## config.mk

```make
export PLATFORM = sky130hd
export DESIGN_NAME = int2float_seq_flat
export DESIGN_NICKNAME = d
export VERILOG_FILES = /design/src/rtl/int2float_seq_if.sv /design/src/rtl/int2float_seq.sv /design/src/flat_wrapper.sv
export SDC_FILE = /design/constraint.sdc
export NUM_CORES = 1
export LEC_CHECK = 0
export CAP_MARGIN = 20
export CORE_ASPECT_RATIO = 0.6
export CORE_UTILIZATION = 49
export CTS_CLUSTER_SIZE = 20
export DETAILED_ROUTE_END_ITERATION = 10
export DONT_BUFFER_PORTS = 1
export PLACE_DENSITY_LB_ADDON = 0.1
export SLEW_MARGIN = 10
export SYNTH_ARGS = -nofsm -noshare
export SYNTH_HDL_FRONTEND = slang
export SYNTH_SLANG_ARGS = --single-unit
```

## constraint.sdc

```tcl
create_clock -name clk -period 2.6 [get_ports clk]
set_input_delay 0.78 -clock clk [delete_from_list [all_inputs] [get_ports clk]]
set_output_delay 0.78 -clock clk [all_outputs]
set_load 0.005 [all_outputs]
```

## src/rtl/int2float_seq_if.sv

```systemverilog
// rtl/int2float_seq_if.sv - handshake bundle for the integer-to-float converter
interface int2float_seq_if;
  logic        in_valid;
  logic        in_ready;
  logic [31:0] inputi;
  logic        out_valid;
  logic        out_ready;
  logic [31:0] result;

  // Producer/consumer side: drives operands, accepts results
  modport master (
    output in_valid,
    output inputi,
    output out_ready,
    input  in_ready,
    input  out_valid,
    input  result
  );

  // Converter side
  modport slave (
    input  in_valid,
    input  inputi,
    input  out_ready,
    output in_ready,
    output out_valid,
    output result
  );
endinterface

```

## src/rtl/int2float_seq.sv

```systemverilog
// rtl/int2float_seq.sv - multi-cycle 32-bit integer to IEEE-754 single converter, RNE
module int2float_seq #(
  parameter bit SIGNED = 1'b1
) (
  input  logic            clk,
  input  logic            rst_n,
  int2float_seq_if.slave  io
);

  typedef enum logic [2:0] {IDLE, ABS, NORM, ROUND, DONE} state_t;

  state_t      state_q, state_d;
  logic        sign_q, sign_d;
  logic [31:0] mag_q, mag_d;
  logic [7:0]  exp_q, exp_d;
  logic        zero_q, zero_d;
  logic [31:0] result_q, result_d;
  logic        out_valid_q, out_valid_d;
  logic        in_ready_q, in_ready_d;

  logic [31:0] neg_mag;
  logic        round_up;
  logic [23:0] mant_inc;
  logic [22:0] mant_fin;
  logic [7:0]  exp_fin;

  // Round-to-nearest-even on the normalized magnitude; a carry out of the
  // 23-bit mantissa leaves it zero and bumps the exponent by one.
  always_comb begin
    neg_mag  = ~mag_q + 32'd1;
    round_up = mag_q[7] & ((|mag_q[6:0]) | mag_q[8]);
    mant_inc = {1'b0, mag_q[30:8]} + {23'd0, round_up};
    mant_fin = mant_inc[22:0];
    exp_fin  = exp_q + {7'd0, mant_inc[23]};
  end

  // Next-state and registered-output computation for the conversion FSM
  always_comb begin
    state_d     = state_q;
    sign_d      = sign_q;
    mag_d       = mag_q;
    exp_d       = exp_q;
    zero_d      = zero_q;
    result_d    = result_q;
    out_valid_d = out_valid_q;

    case (state_q)
      IDLE: begin
        if (io.in_valid && in_ready_q) begin
          mag_d   = io.inputi;
          state_d = ABS;
        end
      end
      ABS: begin
        // -2^31 negates to itself, which is the correct unsigned magnitude
        sign_d  = SIGNED & mag_q[31];
        mag_d   = (SIGNED & mag_q[31]) ? neg_mag : mag_q;
        exp_d   = 8'd158;
        zero_d  = (mag_q == 32'd0);
        state_d = (mag_q == 32'd0) ? ROUND : NORM;
      end
      NORM: begin
        if (!mag_q[31]) begin
          mag_d = {mag_q[30:0], 1'b0};
          exp_d = exp_q - 8'd1;
        end else begin
          state_d = ROUND;
        end
      end
      ROUND: begin
        // Zero always yields +0.0, never a negative zero
        result_d    = zero_q ? 32'd0 : {sign_q, exp_fin, mant_fin};
        out_valid_d = 1'b1;
        state_d     = DONE;
      end
      DONE: begin
        if (out_valid_q && io.out_ready) begin
          out_valid_d = 1'b0;
          state_d     = IDLE;
        end
      end
      default: begin
        state_d = IDLE;
      end
    endcase

    // Ready is registered so it only rises on the edge that enters IDLE
    in_ready_d = (state_d == IDLE);
  end

  // State and output registers; reset aborts any conversion in flight
  always_ff @(posedge clk or negedge rst_n) begin
    if (!rst_n) begin
      state_q     <= IDLE;
      sign_q      <= 1'b0;
      mag_q       <= 32'd0;
      exp_q       <= 8'd0;
      zero_q      <= 1'b0;
      result_q    <= 32'd0;
      out_valid_q <= 1'b0;
      in_ready_q  <= 1'b0;
    end else begin
      state_q     <= state_d;
      sign_q      <= sign_d;
      mag_q       <= mag_d;
      exp_q       <= exp_d;
      zero_q      <= zero_d;
      result_q    <= result_d;
      out_valid_q <= out_valid_d;
      in_ready_q  <= in_ready_d;
    end
  end

  assign io.in_ready  = in_ready_q;
  assign io.out_valid = out_valid_q;
  assign io.result    = result_q;

endmodule

```

## src/flat_wrapper.sv

```systemverilog
// flat-port wrapper written by rule: the top's interface ports become plain ports
module int2float_seq_flat 
#(
  parameter bit SIGNED = 1'b1
)
  (clk, rst_n, io_in_valid, io_inputi, io_out_ready, io_in_ready, io_out_valid, io_result);
  int2float_seq_if io_i ();
  input  logic clk;
  input  logic rst_n;
  input wire logic [$bits(io_i.in_valid)-1:0] io_in_valid;
  input wire logic [$bits(io_i.inputi)-1:0] io_inputi;
  input wire logic [$bits(io_i.out_ready)-1:0] io_out_ready;
  output wire logic [$bits(io_i.in_ready)-1:0] io_in_ready;
  output wire logic [$bits(io_i.out_valid)-1:0] io_out_valid;
  output wire logic [$bits(io_i.result)-1:0] io_result;
  assign io_i.in_valid = io_in_valid;
  assign io_i.inputi = io_inputi;
  assign io_i.out_ready = io_out_ready;
  assign io_in_ready = io_i.in_ready;
  assign io_out_valid = io_i.out_valid;
  assign io_result = io_i.result;
  int2float_seq #(.SIGNED(SIGNED)) u_core (.clk(clk), .rst_n(rst_n), .io(io_i));
endmodule
```

==> metrics.csv, run 1 <==
stage;metric;value;unit
sta;Fmax achieved;0.409;GHz
clocking;clk_lat worst skew;0.35;ns
logic_synthesis;register area share after synthesis;0.397;
worst_setup_path;CP arrival;2.71;ns
logic_synthesis;Yosys cell types;72;
worst_setup_path;R2R Setup Slk;0.15;ns
worst_setup_path;Reg-to-Reg End;u_core.io.result[30]$_DFFE_PN0N_;
sta;RSZ-0062 raised after global routing;no;
clocking;TritonCTS clock tree;yes;
grt;Total GRT Usage;0.291;
grt;global-route wire length before repair;23200;µm
floorplanning;CORE AREA;9840;µm²
clocking;Post-CTS Hold Fix Bufs;0;
worst_setup_path;Crit-path slowest cell;dfrtp_1;
sta;setup TNS;0;ns
sta;Setup Skew;0.00666;ns
sta;Worst Tran Pin Value;0.642;ns
pwr;maximum VDD drop;0.000906;V
routing;antenna-violating nets left;0;
floorplanning;Die X;132;µm
sta;Slew headroom;0.572;
logic_synthesis;Adder-Cell Fraction of Synth Area;0.0126;
sta;final count of hold timing violations;0;
cells_and_area;Finished Core Util;0.564;
floorplanning;Die ar.;10600;µm²
clocking;H-tree depth;3;
floorplanning;I/O pins;70;
routing;vias;4546;
routing;Post-Route WL;14700;µm
worst_setup_path;R2R depth;9;
worst_setup_path;CP Buf/Inv Count;0;
cells_and_area;Antenna diodes;0;
grt;number of global-route vias before repair;4135;
routing;initial drt markers;528;
worst_setup_path;CP max FO;6;
logic_synthesis;Primary FF master, synth;dfrtp_1;
clocking;CTS Sinks;79;
worst_setup_path;CP endpoint kind;flip-flop;
clocking;CTS Root Cell;clkbuf_16;
sta;fin crit share;0.941;
cells_and_area;synthesis-to-finish area growth;11.6;%
routing;routed len/inst;20.6;µm
worst_setup_path;Setup Crit Path Kind;reg -> reg;
logic_synthesis;synthesized cell area;4980;µm²
grt;largest net degree at the start of global routing;80;
logic_synthesis;Mean Syn Cell Area;8.65;µm²
grt;Congestion Overflow GR;0;
worst_setup_path;RR Startpoint;u_core.mag_q[25]$_DFFE_PN0P_;
worst_setup_path;max incr delay on CP;0.46;ns
cells_and_area;Nets;616;
worst_setup_path;Critical Path RT;2.87;ns
routing;1st-pass router iterations;5;
logic_synthesis;mux contribution to synthesized area;0.00603;
placed_design;IO Port Bufs;0;
logic_synthesis;EDFF count, synth;0;
clocking;CTS clk-pin slew, worst paths;0.06;ns
logic_synthesis;Post-Syn Nets;616;
grt;antenna violations before repair;0;
sta;hold slack final;0.119;ns
pwr;Pleak;0.00224;µW
status;outcome;completed;
logic_synthesis;complex-gate fraction of the synthesized area;0.221;
logic_synthesis;Ys Warns;0;
sta;Setup-failing EPs final;0;
floorplanning;FP Rows;28;
sta;Slew Limit Fails;0;
logic_synthesis;area share of and/or/nand/nor cells after synthesis;0.244;
logic_synthesis;Post-synth ARST share;1.00;
floorplanning;Initial Utilization;0.505;
worst_setup_path;crit path cell chain;and4_2, nand4_1, nor4_2, ha_2, and3_1, nand3_1, or2_2, xor2_1, o21ai_0;
logic_synthesis;Mapped Cells;575;
clocking;CTS buffer count;9;
cells_and_area;share of cells above drive strength 1;0.141;
worst_setup_path;CP top delay family;simple AND/OR/NAND/NOR gates;
placed_design;hpwl dp;10500;µm
worst_setup_path;CP Launch Type;flip-flop;
clocking;clock tree buffer depth;2;
logic_synthesis;Synth Register Bits;79;
pwr;Pwr Density;1350;nW/µm²
routing;Vias/cell;6.36;
placed_design;gpl congestion;0.903;
min_path;Hold Path Class;in -> async;
routing;residual DRC count;0;
sta;post-route minimum period;2.45;ns
job;max cap viols;0;
logic_synthesis;largest family of logic cells by synthesized area;simple AND/OR/NAND/NOR gates;
floorplanning;Die Y;80.1;µm
worst_setup_path;WP depth;9;
logic_synthesis;XOR/XNOR Fraction of Synth Area;0.0546;
## metrics by stage
stage / total power (µW) / worst slack [ns] / instances / instance area (µm²)
after floorplan: 4820 / 0.0739 / 575 / 4980
after global placement: 5910 / 0.156 / 698 / 5220
after detailed placement: 6020 / 0.0967 / 698 / 5220
after CTS: 7430 / 0.0708 / 714 / 5540
after global routing: 8030 / 0.0324 / 715 / 5550
final: 7520 / 0.154 / 715 / 5550
## cells in the final DEF (no fill, tap or decap), types with 3 or more instances in the layout
cell type  instances
inv_1             15
and3_1            11
xor2_1             9
nor4_1            10
o21ai_0           61
nor3_1            18
nor2b_1            3
clkbuf_16          9
a22oi_1            6
dfrtp_1           79
or3_1              7
o2bb2ai_1          6
ha_1               4
a31oi_1            6
o22ai_1            3
buf_4             40
nand2_1           69
a222oi_1           8
o31ai_1           16
nand4_1            7
o21ai_1            4
nand3_1           18
nand2b_1           8
or4_1              7
or4_4              3
xnor2_1           22
a22o_1             3
nor2_1            43
a21oi_1           17
mux2i_1            3
nand4b_1           3
a211o_1            4
o41ai_2            3
a221oi_1           5
## how the worst max path moves through the flow
stage | startpoint | end | slack [ns]
3_3_place_gp | u_core.mag_q[20]$_DFFE_PN0P_ | u_core.io.result[30]$_DFFE_PN0N_ | 0.16
4_1_cts | u_core.mag_q[17]$_DFFE_PN0P_ | u_core.io.result[30]$_DFFE_PN0N_ | 0.07
3_5_place_dp | u_core.mag_q[17]$_DFFE_PN0P_ | u_core.io.result[30]$_DFFE_PN0N_ | 0.1
5_1_grt | u_core.mag_q[12]$_DFFE_PN0P_ | u_core.io.result[30]$_DFFE_PN0N_ | 0.03
6_report | u_core.mag_q[25]$_DFFE_PN0P_ | u_core.io.result[30]$_DFFE_PN0N_ | 0.15
2_1_floorplan | u_core.mag_q[15]$_DFFE_PN0P_ | u_core.io.result[30]$_DFFE_PN0N_ | 0.07
## routing by layer
metal	vias to the layer above	GRT usage	wire length (µm)
met4	0	0.0814	174
met2	223	0.374	5560
li1	2107	-	-
met5	-	0	0
met1	2199	0.439	7180
met3	17	0.108	1800
## cell usage after synthesis (2+ instances only)
master      n  area, µm²
nand4b_1    3       26.3
o2bb2ai_1   6       52.6
a31oi_1     6       37.5
buf_2       7       35.0
dfrtp_1    79       1980
xor2_1      9       78.8
ha_1        5       62.6
mux2i_1     3       30.0
a22o_1      3       26.3
o22ai_1     3       18.8
nor3_1     19       95.1
o41ai_2     3       48.8
a22oi_1     6       45.0
or3_1       7       43.8
buf_4       3       22.5
or4_1       7       52.6
a211oi_1    2       15.0
nand2_1    69        259
nand3_1    18       90.1
a21oi_1    17       85.1
a221oi_1    5       43.8
a222oi_1    8       80.1
inv_1      15       56.3
o31ai_1    16        120
nor2_1     43        161
clkbuf_1   36        135
nand4_1     7       43.8
nor2b_1     3       18.8
buf_6       5       56.3
a221o_1     2       20.0
o32a_1      2       20.0
nor4_1     11       68.8
o21ai_0    61        305
or4_4       3       33.8
and3_1     11       68.8
o21ai_1     4       20.0
nand2b_1    8       50.1
a2bb2oi_1   2       17.5
a211o_1     4       35.0
xnor2_1    22        193
## power breakdown
part / switching, µW / internal, µW
registers: 600 / 1780
logic: 2250 / 1480
clock network: 552 / 848
## state kept, by name (all words and copies together), names as in the netlist
register,count
u_core.zero_q,1
u_core.mag_q,32
u_core.exp_q,8
u_core.io.out_valid,1
u_core.io.in_ready,1
u_core.state_q,3
u_core.io.result,32
u_core.sign_q,1
## cells by family (layout without fill, tap and decap cells)
| kind of cell | after synthesis | after routing |
|---|---|---|
| AOI/OAI and AO/OA | 161 | 161 |
| xor gates and xnor gates | 31 | 31 |
| adders and majority gates | 5 | 5 |
| buffers and inverters | 68 | 73 |
| DFF | 79 | 79 |
| muxes | 3 | 3 |
| and+or+nand+nor | 228 | 228 |
## worst reg2reg max path, stage by stage (launching register included)
cell and delay, ns:
dfrtp_1 0.46, and4_2 0.29, nand4_1 0.16, nor4_2 0.35
ha_2 0.25, and3_1 0.16, nand3_1 0.11, or2_2 0.33
xor2_1 0.14, o21ai_0 0.13
## area by class of cell
type	instances	area, µm²
well taps	135	169
inverters	15	56.3
repair buffers	42	340
flip-flops and latches	79	1980
clock buffers	10	229
fillers	908	4290
clock inverters	6	92.6
multi-input cells	428	2690
## what timing repair did
| action | CTS | global route |
|---|---|---|
| gates resized for setup | 0 | 2 |
| buffers inserted | 0 | 1 |
| setup endpoints to repair | 0 | 2 |
Power figures use the tool's default switching activity.
==> run 2: changes to the inputs <==
- ABC_AREA: default -> 1
- CORE_UTILIZATION: 49 -> 39
==> run 2 against run 1 <==
Compared with the run above:
- the run now ends with DRC left
- maximum frequency grew 5.7%
- synthesized area up 6.6%
- first-iteration DRC count is 28% lower
- sequential power is 5% lower
- sequential cell count unchanged
- sequential share of layout area fell by 2.2 points
- utilization down 11 points
- via count is 19% higher
- critical endpoint unchanged
==> metrics.csv, run 2 <==
stage;metric;value;unit;change
status;outcome;finished with violations;;
status;failing checks;DRC;;
routing;vias;5396;;+19%
floorplanning;Die X;153;µm;+15%
placed_design;IO Port Bufs;0;;unchanged
sta;final count of hold timing violations;0;;unchanged
clocking;CTS clk-pin slew, worst paths;0.07;ns;about the same
worst_setup_path;Critical Path Most Common Cell;nand2_1;;
grt;Total GRT Usage;0.257;;-0.0338
sta;hold slack final;0.128;ns;+0.00954 ns
worst_setup_path;CP endpoint kind;flip-flop;;
worst_setup_path;Worst Setup EP;u_core.io.result[30]$_DFFE_PN0N_;;
routing;Vias/cell;5.30;;-17%
worst_setup_path;Crit-path slowest cell;dfrtp_1;;
cells_and_area;Nets;884;;+44%
worst_setup_path;R2R Setup Slk;0.29;ns;+0.13 ns
worst_setup_path;CP max FO;2;;-4
sta;setup TNS;0;ns;unchanged
worst_setup_path;CP Launch Type;flip-flop;;
min_path;Hold Path Class;in -> async;;
routing;antenna-violating nets left;0;;unchanged
floorplanning;Initial Utilization;0.406;;-0.0991
cells_and_area;commonest non-fill, non-tap cells in the layout;nand2_1, nor2_1, inv_1;;
cells_and_area;share of cells above drive strength 1;0.0908;;-0.0506
sta;post-route minimum period;2.31;ns;-0.131 ns
clocking;CTS Sinks;79;;unchanged
routing;residual DRC count;5;;+5
clocking;post-CTS setup buffer count;0;;unchanged
worst_setup_path;Setup Crit Path Kind;reg -> reg;;
sta;Slew Limit Fails;0;;unchanged
grt;antenna violations before repair;0;;unchanged
job;max cap viols;0;;unchanged
logic_synthesis;Synth area leader;dfrtp_1;;
routing;1st-pass router iterations;8;;+3
logic_synthesis;Mapped Cells;828;;+44%
grt;number of global-route vias before repair;5123;;+24%
logic_synthesis;Mean Syn Cell Area;6.41;µm²;-26%
logic_synthesis;synthesized cell area;5300;µm²;+6.6%
worst_setup_path;CP Launch Point;u_core.mag_q[7]$_DFFE_PN0P_;;
pwr;Sw Share;0.502;;+0.0486
logic_synthesis;share of the synthesized area in the top cell type;0.373;;-0.0246
placed_design;hpwl dp;12800;µm;+22%
logic_synthesis;Synth Register Bits;79;;unchanged
worst_setup_path;crit path cell chain;nand2_1, nor2_1, nand2_1, nor2_2, nand2_1, nor3_2, buf_4, ha_1, nand3_1, nor2_2, inv_1, nor3_2, nand2_1, o21ai_0, nand2_1;;
logic_synthesis;register area share after synthesis;0.373;;-0.0246
clocking;CTS buffer count;9;;unchanged
pwr;Internal Power;3890;µW;-5.3%
floorplanning;Die Y;92.3;µm;+15%
logic_synthesis;EDFF count, synth;0;;unchanged
logic_synthesis;Post-Syn Nets;869;;+41%
cells_and_area;most common cell after layout, fill and taps aside;nand2_1;;
pwr;maximum VDD drop;0.000616;V;-32%
logic_synthesis;Ys Warns;0;;unchanged
pwr;combinational share of power;0.549;;+0.052
pwr;Pwr Density;1320;nW/µm²;-2.5%
pwr;Clk pwr share;0.160;;-0.026
logic_synthesis;Post-synth top cells;nand2_1, nor2_1, inv_1;;
sta;Fmax achieved;0.432;GHz;+5.7%
floorplanning;I/O pins;70;;unchanged
grt;Congestion Overflow GR;0;;unchanged
logic_synthesis;Post-synth ARST share;1.00;;unchanged
placed_design;gpl congestion;0.903;;about the same
logic_synthesis;Primary FF master, synth;dfrtp_1;;
sta;RSZ-0062 raised after global routing;no;;
grt;largest net degree at the start of global routing;80;;unchanged
cells_and_area;Non-Filler Cell Area, Final;5920;µm²;+6.7%
clocking;TritonCTS clock tree;yes;;
clocking;clk_lat worst skew;0.34;ns;about the same
pwr;P_sw;3920;µW;+15%
routing;routed len/inst;16.9;µm;-18%
worst_setup_path;Critical Path RT;2.83;ns;-0.04 ns
floorplanning;Die ar.;14100;µm²;+33%
pwr;Reg power frac;0.291;;-0.026
sta;Setup Skew;0.0108;ns;+0.00419 ns
worst_setup_path;max incr delay on CP;0.36;ns;-0.10 ns
clocking;CTS Root Cell;clkbuf_16;;
sta;Slew headroom;0.470;;-0.102
sta;Setup-failing EPs final;0;;unchanged
worst_setup_path;CP arrival;2.54;ns;-0.17 ns
worst_setup_path;Reg-to-Reg End;u_core.io.result[30]$_DFFE_PN0N_;;
logic_synthesis;Synth area leaders;dfrtp_1, nand2_1, nor2_1, inv_1, nand3_1;;
sta;fin crit share;0.890;;-0.0505
floorplanning;CORE AREA;13100;µm²;+33%
worst_setup_path;R2R depth;15;;+6
sta;Worst Tran Pin Value;0.793;ns;+0.152 ns
pwr;Pwr Total;7810;µW;+4.0%
pwr;Pleak;0.00293;µW;+31%
grt;global-route wire length before repair;28000;µm;+21%
worst_setup_path;RR Startpoint;u_core.mag_q[7]$_DFFE_PN0P_;;
floorplanning;FP Rows;32;;+14%
cells_and_area;Finished Core Util;0.454;;-0.110
routing;Post-Route WL;17200;µm;+17%
logic_synthesis;Yosys cell types;36;;-50%
placed_design;placed cell area;5610;µm²;+7.6%
logic_synthesis;most common cell in the netlist;nand2_1;;
cells_and_area;Antenna diodes;0;;unchanged
clocking;H-tree depth;3;;unchanged
clocking;clock tree buffer depth;2;;unchanged
cells_and_area;synthesis-to-finish area growth;11.7;%;about the same
routing;initial drt markers;382;;-28%
-- run 2: cell count changes in the layout (fill, tap and decap cells not counted), sizes merged, moves of 10 or more --
cell	change
nand2	+209
nor2	+86
inv	+80
nand3	+41
xnor2	-21
o31ai	-15
nor4	-12
and3	-11
or4	-10
-- run 2: repair_timing --
| item | CTS | global route |
|---|---|---|
| hold endpoints to repair | 0 | 0 |
| hold buffers | 0 | 0 |
| setup endpoints to repair | 0 | 4 |
| resized for setup | 0 | 6 |
-- run 2: layer usage --
| layer | global-route usage | routed length, µm | up-vias |
|---|---|---|---|
| met5 | 0 | 0 | - |
| met4 | 0.0640 | 250 | 0 |
| met3 | 0.0641 | 1200 | 21 |
| met2 | 0.376 | 7030 | 191 |
| met1 | 0.376 | 8750 | 2524 |
| li1 | - | - | 2660 |
-- run 2: metrics by stage --
stage          worst slack, ns  cells
6_report                 0.286   1018
5_1_grt                 0.0635   1018
4_1_cts                 0.0370   1018
3_5_place_dp            0.0491   1002
3_3_place_gp             0.228   1002
2_1_floorplan            0.410    828
-- run 2: worst min-delay path by stage --
stage	start	to	slack (ns)	cells after the start
2_1_floorplan	u_core.mag_q[0]$_DFFE_PN0P_	u_core.mag_q[0]$_DFFE_PN0P_	0.45	2
3_3_place_gp	u_core.mag_q[0]$_DFFE_PN0P_	u_core.mag_q[0]$_DFFE_PN0P_	0.47	2
3_5_place_dp	u_core.mag_q[0]$_DFFE_PN0P_	u_core.mag_q[0]$_DFFE_PN0P_	0.48	2
4_1_cts	rst_n	u_core.mag_q[20]$_DFFE_PN0P_	0.12	0
5_1_grt	rst_n	u_core.mag_q[18]$_DFFE_PN0P_	0.12	0
6_report	rst_n	u_core.mag_q[20]$_DFFE_PN0P_	0.13	0
-- run 2: critical path: cells and delay by family (launching register included) --
kind / cells / cell delay (ns)
fa+ha+maj: 1 / 0.17
flops: 1 / 0.36
compound gates: 1 / 0.16
buf+inv: 2 / 0.20
simple gates: 11 / 1.31
-- run 2: final cells by class --
type	count	area (µm²)
clock buffers	10	239
inverters	95	357
repair buffers	39	293
well taps	170	213
clock inverters	6	51.3
multi-input cells	619	2800
flip-flops and latches	79	1980
fillers	1403	7130
-- run 2: cells by family after synthesis --
logic type,count (synthesis),synth area share
simple gates,493,0.380
buf+inv,130,0.105
compound gates,118,0.126
flops,79,0.373
fa+ha+maj,5,0.0118
xor+xnor,3,0.00495
-- run 2: power by group through the flow --
stage | logic [µW] | registers, µW | clock network [µW]
after floorplan | 3140 | 2180 | 0
after global placement | 4240 | 2270 | 0
after detailed placement | 4240 | 2290 | 0
after CTS | 4270 | 2270 | 1280
after global routing | 4860 | 2350 | 1330
final | 4290 | 2270 | 1250
==> run 3: changes to the inputs <==
- PLACE_DENSITY: default -> 0.56
- PLACE_DENSITY_LB_ADDON: 0.1 -> default
- clock period: 2.6 -> 2.7 ns (I/O delays scaled with it)
==> run 3 against run 2 <==
Compared with the run above:
- the run still ends with DRC left
- sequential share of layout area rose by 0.16 points
- first-iteration DRC count is 31% higher
- maximum frequency fell by 5.9%
- register-to-register slack lost 0.04 ns
- via count up 1.1%
- total power fell by 1.8%
==> metrics.csv, run 3 (synthesized netlist as in run 2, its figures left out) <==
stage;metric;value;unit;change
status;outcome;finished with violations;;
status;failing checks;DRC;;
placed_design;IO Port Bufs;0;;unchanged
clocking;CTS Root Cell;clkbuf_16;;
clocking;CTS buffer count;9;;unchanged
floorplanning;Die Y;92.3;µm;unchanged
routing;initial drt markers;500;;+31%
cells_and_area;synthesis-to-finish area growth;11.2;%;
cells_and_area;Non-Filler Cell Area, Final;5900;µm²;-0.46%
routing;Vias/cell;5.38;;+1.6%
placed_design;pre-CTS WS;0.161;ns;+0.111 ns
sta;Slew headroom;0.571;;+0.101
sta;Setup WS post-layout;0.242;ns;-0.0439 ns
pwr;Clk pwr share;0.167;;+0.007
worst_setup_path;Critical Path Most Common Cell;nand2_1;;
min_path;Hold Path Class;in -> async;;
grt;global-route wire length before repair;28100;µm;+0.30%
pwr;Pleak;0.00291;µW;-0.71%
worst_setup_path;CP Launch Type;flip-flop;;
clocking;clk_lat worst skew;0.34;ns;about the same
pwr;combinational share of power;0.544;;-0.005
clocking;H-tree depth;3;;unchanged
clocking;TritonCTS clock tree;yes;;
routing;residual DRC count;4;;-1
routing;vias;5455;;+1.1%
cells_and_area;Antenna diodes;0;;unchanged
pwr;Reg power frac;0.289;;-0.002
cells_and_area;Non-Filler Instances;1013;;-0.49%
placed_design;gpl congestion;0.959;;+6.2%
cells_and_area;commonest non-fill, non-tap cells in the layout;nand2_1, nor2_1, inv_1;;
cells_and_area;Nets;879;;-0.57%
sta;Fmax achieved;0.407;GHz;-5.9%
sta;final count of hold timing violations;0;;unchanged
pwr;Sw Share;0.502;;+0.000568
cells_and_area;most common cell after layout, fill and taps aside;nand2_1;;
clocking;clock tree buffer depth;2;;unchanged
worst_setup_path;Setup Crit Path Kind;reg -> reg;;
clocking;Post-CTS Hold Fix Bufs;0;;unchanged
worst_setup_path;CP arrival;2.68;ns;+0.14 ns
routing;routed len/inst;17.4;µm;+2.6%
pwr;P_sw;3860;µW;-1.7%
floorplanning;Die X;153;µm;unchanged
sta;hold slack final;0.161;ns;+0.0329 ns
placed_design;placed cell area;5570;µm²;-0.80%
grt;largest net degree at the start of global routing;80;;unchanged
sta;fin crit share;0.910;;+0.0203
cells_and_area;share of cells above drive strength 1;0.0830;;-0.00777
floorplanning;I/O pins;70;;unchanged
routing;antenna-violating nets left;0;;unchanged
worst_setup_path;crit path cell chain;inv_1, nor3_2, nand2_1, nor2_2, nand2_1, nor3_2, buf_4, ha_1, ha_1, nand3_1, nor2_1, nand2_1, o21ai_0, o21ai_1;;
worst_setup_path;Crit-path slowest cell;dfrtp_1;;
sta;Setup-failing EPs final;0;;unchanged
worst_setup_path;Critical Path RT;2.92;ns;+0.09 ns
floorplanning;Die ar.;14100;µm²;unchanged
worst_setup_path;max incr delay on CP;0.35;ns;about the same
floorplanning;CORE AREA;13100;µm²;unchanged
grt;antenna violations before repair;0;;unchanged
grt;number of global-route vias before repair;5157;;+0.66%
worst_setup_path;CP endpoint kind;flip-flop;;
clocking;CTS Sinks;79;;unchanged
sta;Setup Skew;0.0112;ns;+0.000400 ns
routing;1st-pass router iterations;10;;+2
pwr;Pwr Density;1300;nW/µm²;-1.3%
floorplanning;FP Rows;32;;unchanged
sta;post-route minimum period;2.46;ns;+0.144 ns
sta;Slew Limit Fails;0;;unchanged
sta;Worst Tran Pin Value;0.641;ns;-0.153 ns
clocking;CTS clk-pin slew, worst paths;0.07;ns;about the same
pwr;Internal Power;3820;µW;-1.9%
worst_setup_path;CP max FO;3;;+1
pwr;maximum VDD drop;0.000509;V;-17%
routing;Post-Route WL;17600;µm;+2.0%
placed_design;Placed Cells;996;;-0.60%
floorplanning;Initial Utilization;0.406;;unchanged
job;max cap viols;0;;unchanged
placed_design;hpwl dp;12900;µm;+0.52%
grt;Total GRT Usage;0.259;;+0.00203
grt;Congestion Overflow GR;0;;unchanged
run 3: cell count changes in the layout (fill, tap and decap cells not counted), sizes merged:
cell	delta
buf	-5
clkbuf	-1
clkinvlp	+1
clkinv	-1
bufinv	+1
run 3: stage by stage:
step	total power [µW]	TNS, ns	util
floorplan	5120	0	-
global placement	6290	0	0.426
detailed placement	6320	0	0.426
CTS	7630	0	0.450
global route	8380	-0.0310	0.452
finish	7670	0	0.452
run 3: per-layer routing:
layer  vias up  track usage  part of all wire
met5         -            0                 0
met4         0       0.0640             0.019
met3        27       0.0716              0.10
met2       251        0.373              0.40
met1      2527        0.379              0.48
li1       2650            -                 -
run 3: layout make-up:
class	count	area, µm²
Fill cell	1387	7160
Multi-Input combinational cell	619	2790
Sequential cell	79	1980
Inverter	95	357
Timing Repair Buffer	34	255
Clock buffer	9	225
Tap cell	170	213
Clock inverter	7	80.1
run 3: path summary, 6_finish.rpt:
kind	startpoint	end	slack, ns	depth (start not counted)
worst max-delay path	u_core.mag_q[13]$_DFFE_PN0P_	u_core.io.result[29]$_DFFE_PN0N_	0.24	14
worst min-delay path	rst_n	u_core.mag_q[15]$_DFFE_PN0P_	0.16	0
worst max register to register	u_core.mag_q[13]$_DFFE_PN0P_	u_core.io.result[29]$_DFFE_PN0N_	0.24	14
worst min register to register	u_core.mag_q[0]$_DFFE_PN0P_	u_core.mag_q[0]$_DFFE_PN0P_	0.50	2
max in group asynchronous	rst_n	u_core.mag_q[2]$_DFFE_PN0P_	2.37	0
min in group clk	u_core.mag_q[0]$_DFFE_PN0P_	u_core.mag_q[0]$_DFFE_PN0P_	0.50	2
run 3: what timing repair did:
| action | 4_1_cts | 5_1_grt |
|---|---|---|
| buffers inserted | 0 | 1 |
| hold endpoints to repair | 0 | 0 |
| resized for setup | 0 | 4 |
| endpoints found under the setup margin | 0 | 3 |
run 3: critical path, delay by kind of cell, from the launching register on:
family | cells | cell delay (ns)
AND/OR/NAND/NOR | 8 | 1.17
flip-flops | 1 | 0.35
AO/OA/AOI/OAI | 2 | 0.22
buffers and inverters | 2 | 0.21
adder cells (fa/ha/maj) | 2 | 0.39
run 3: power groups by stage:
stage / combinational (µW) / sequential (µW) / clock (µW)
2_1_floorplan: 3030 / 2100 / 0
3_3_place_gp: 4060 / 2220 / 0
3_5_place_dp: 4080 / 2230 / 0
4_1_cts: 4110 / 2220 / 1300
5_1_grt: 4740 / 2280 / 1350
6_report: 4180 / 2220 / 1280
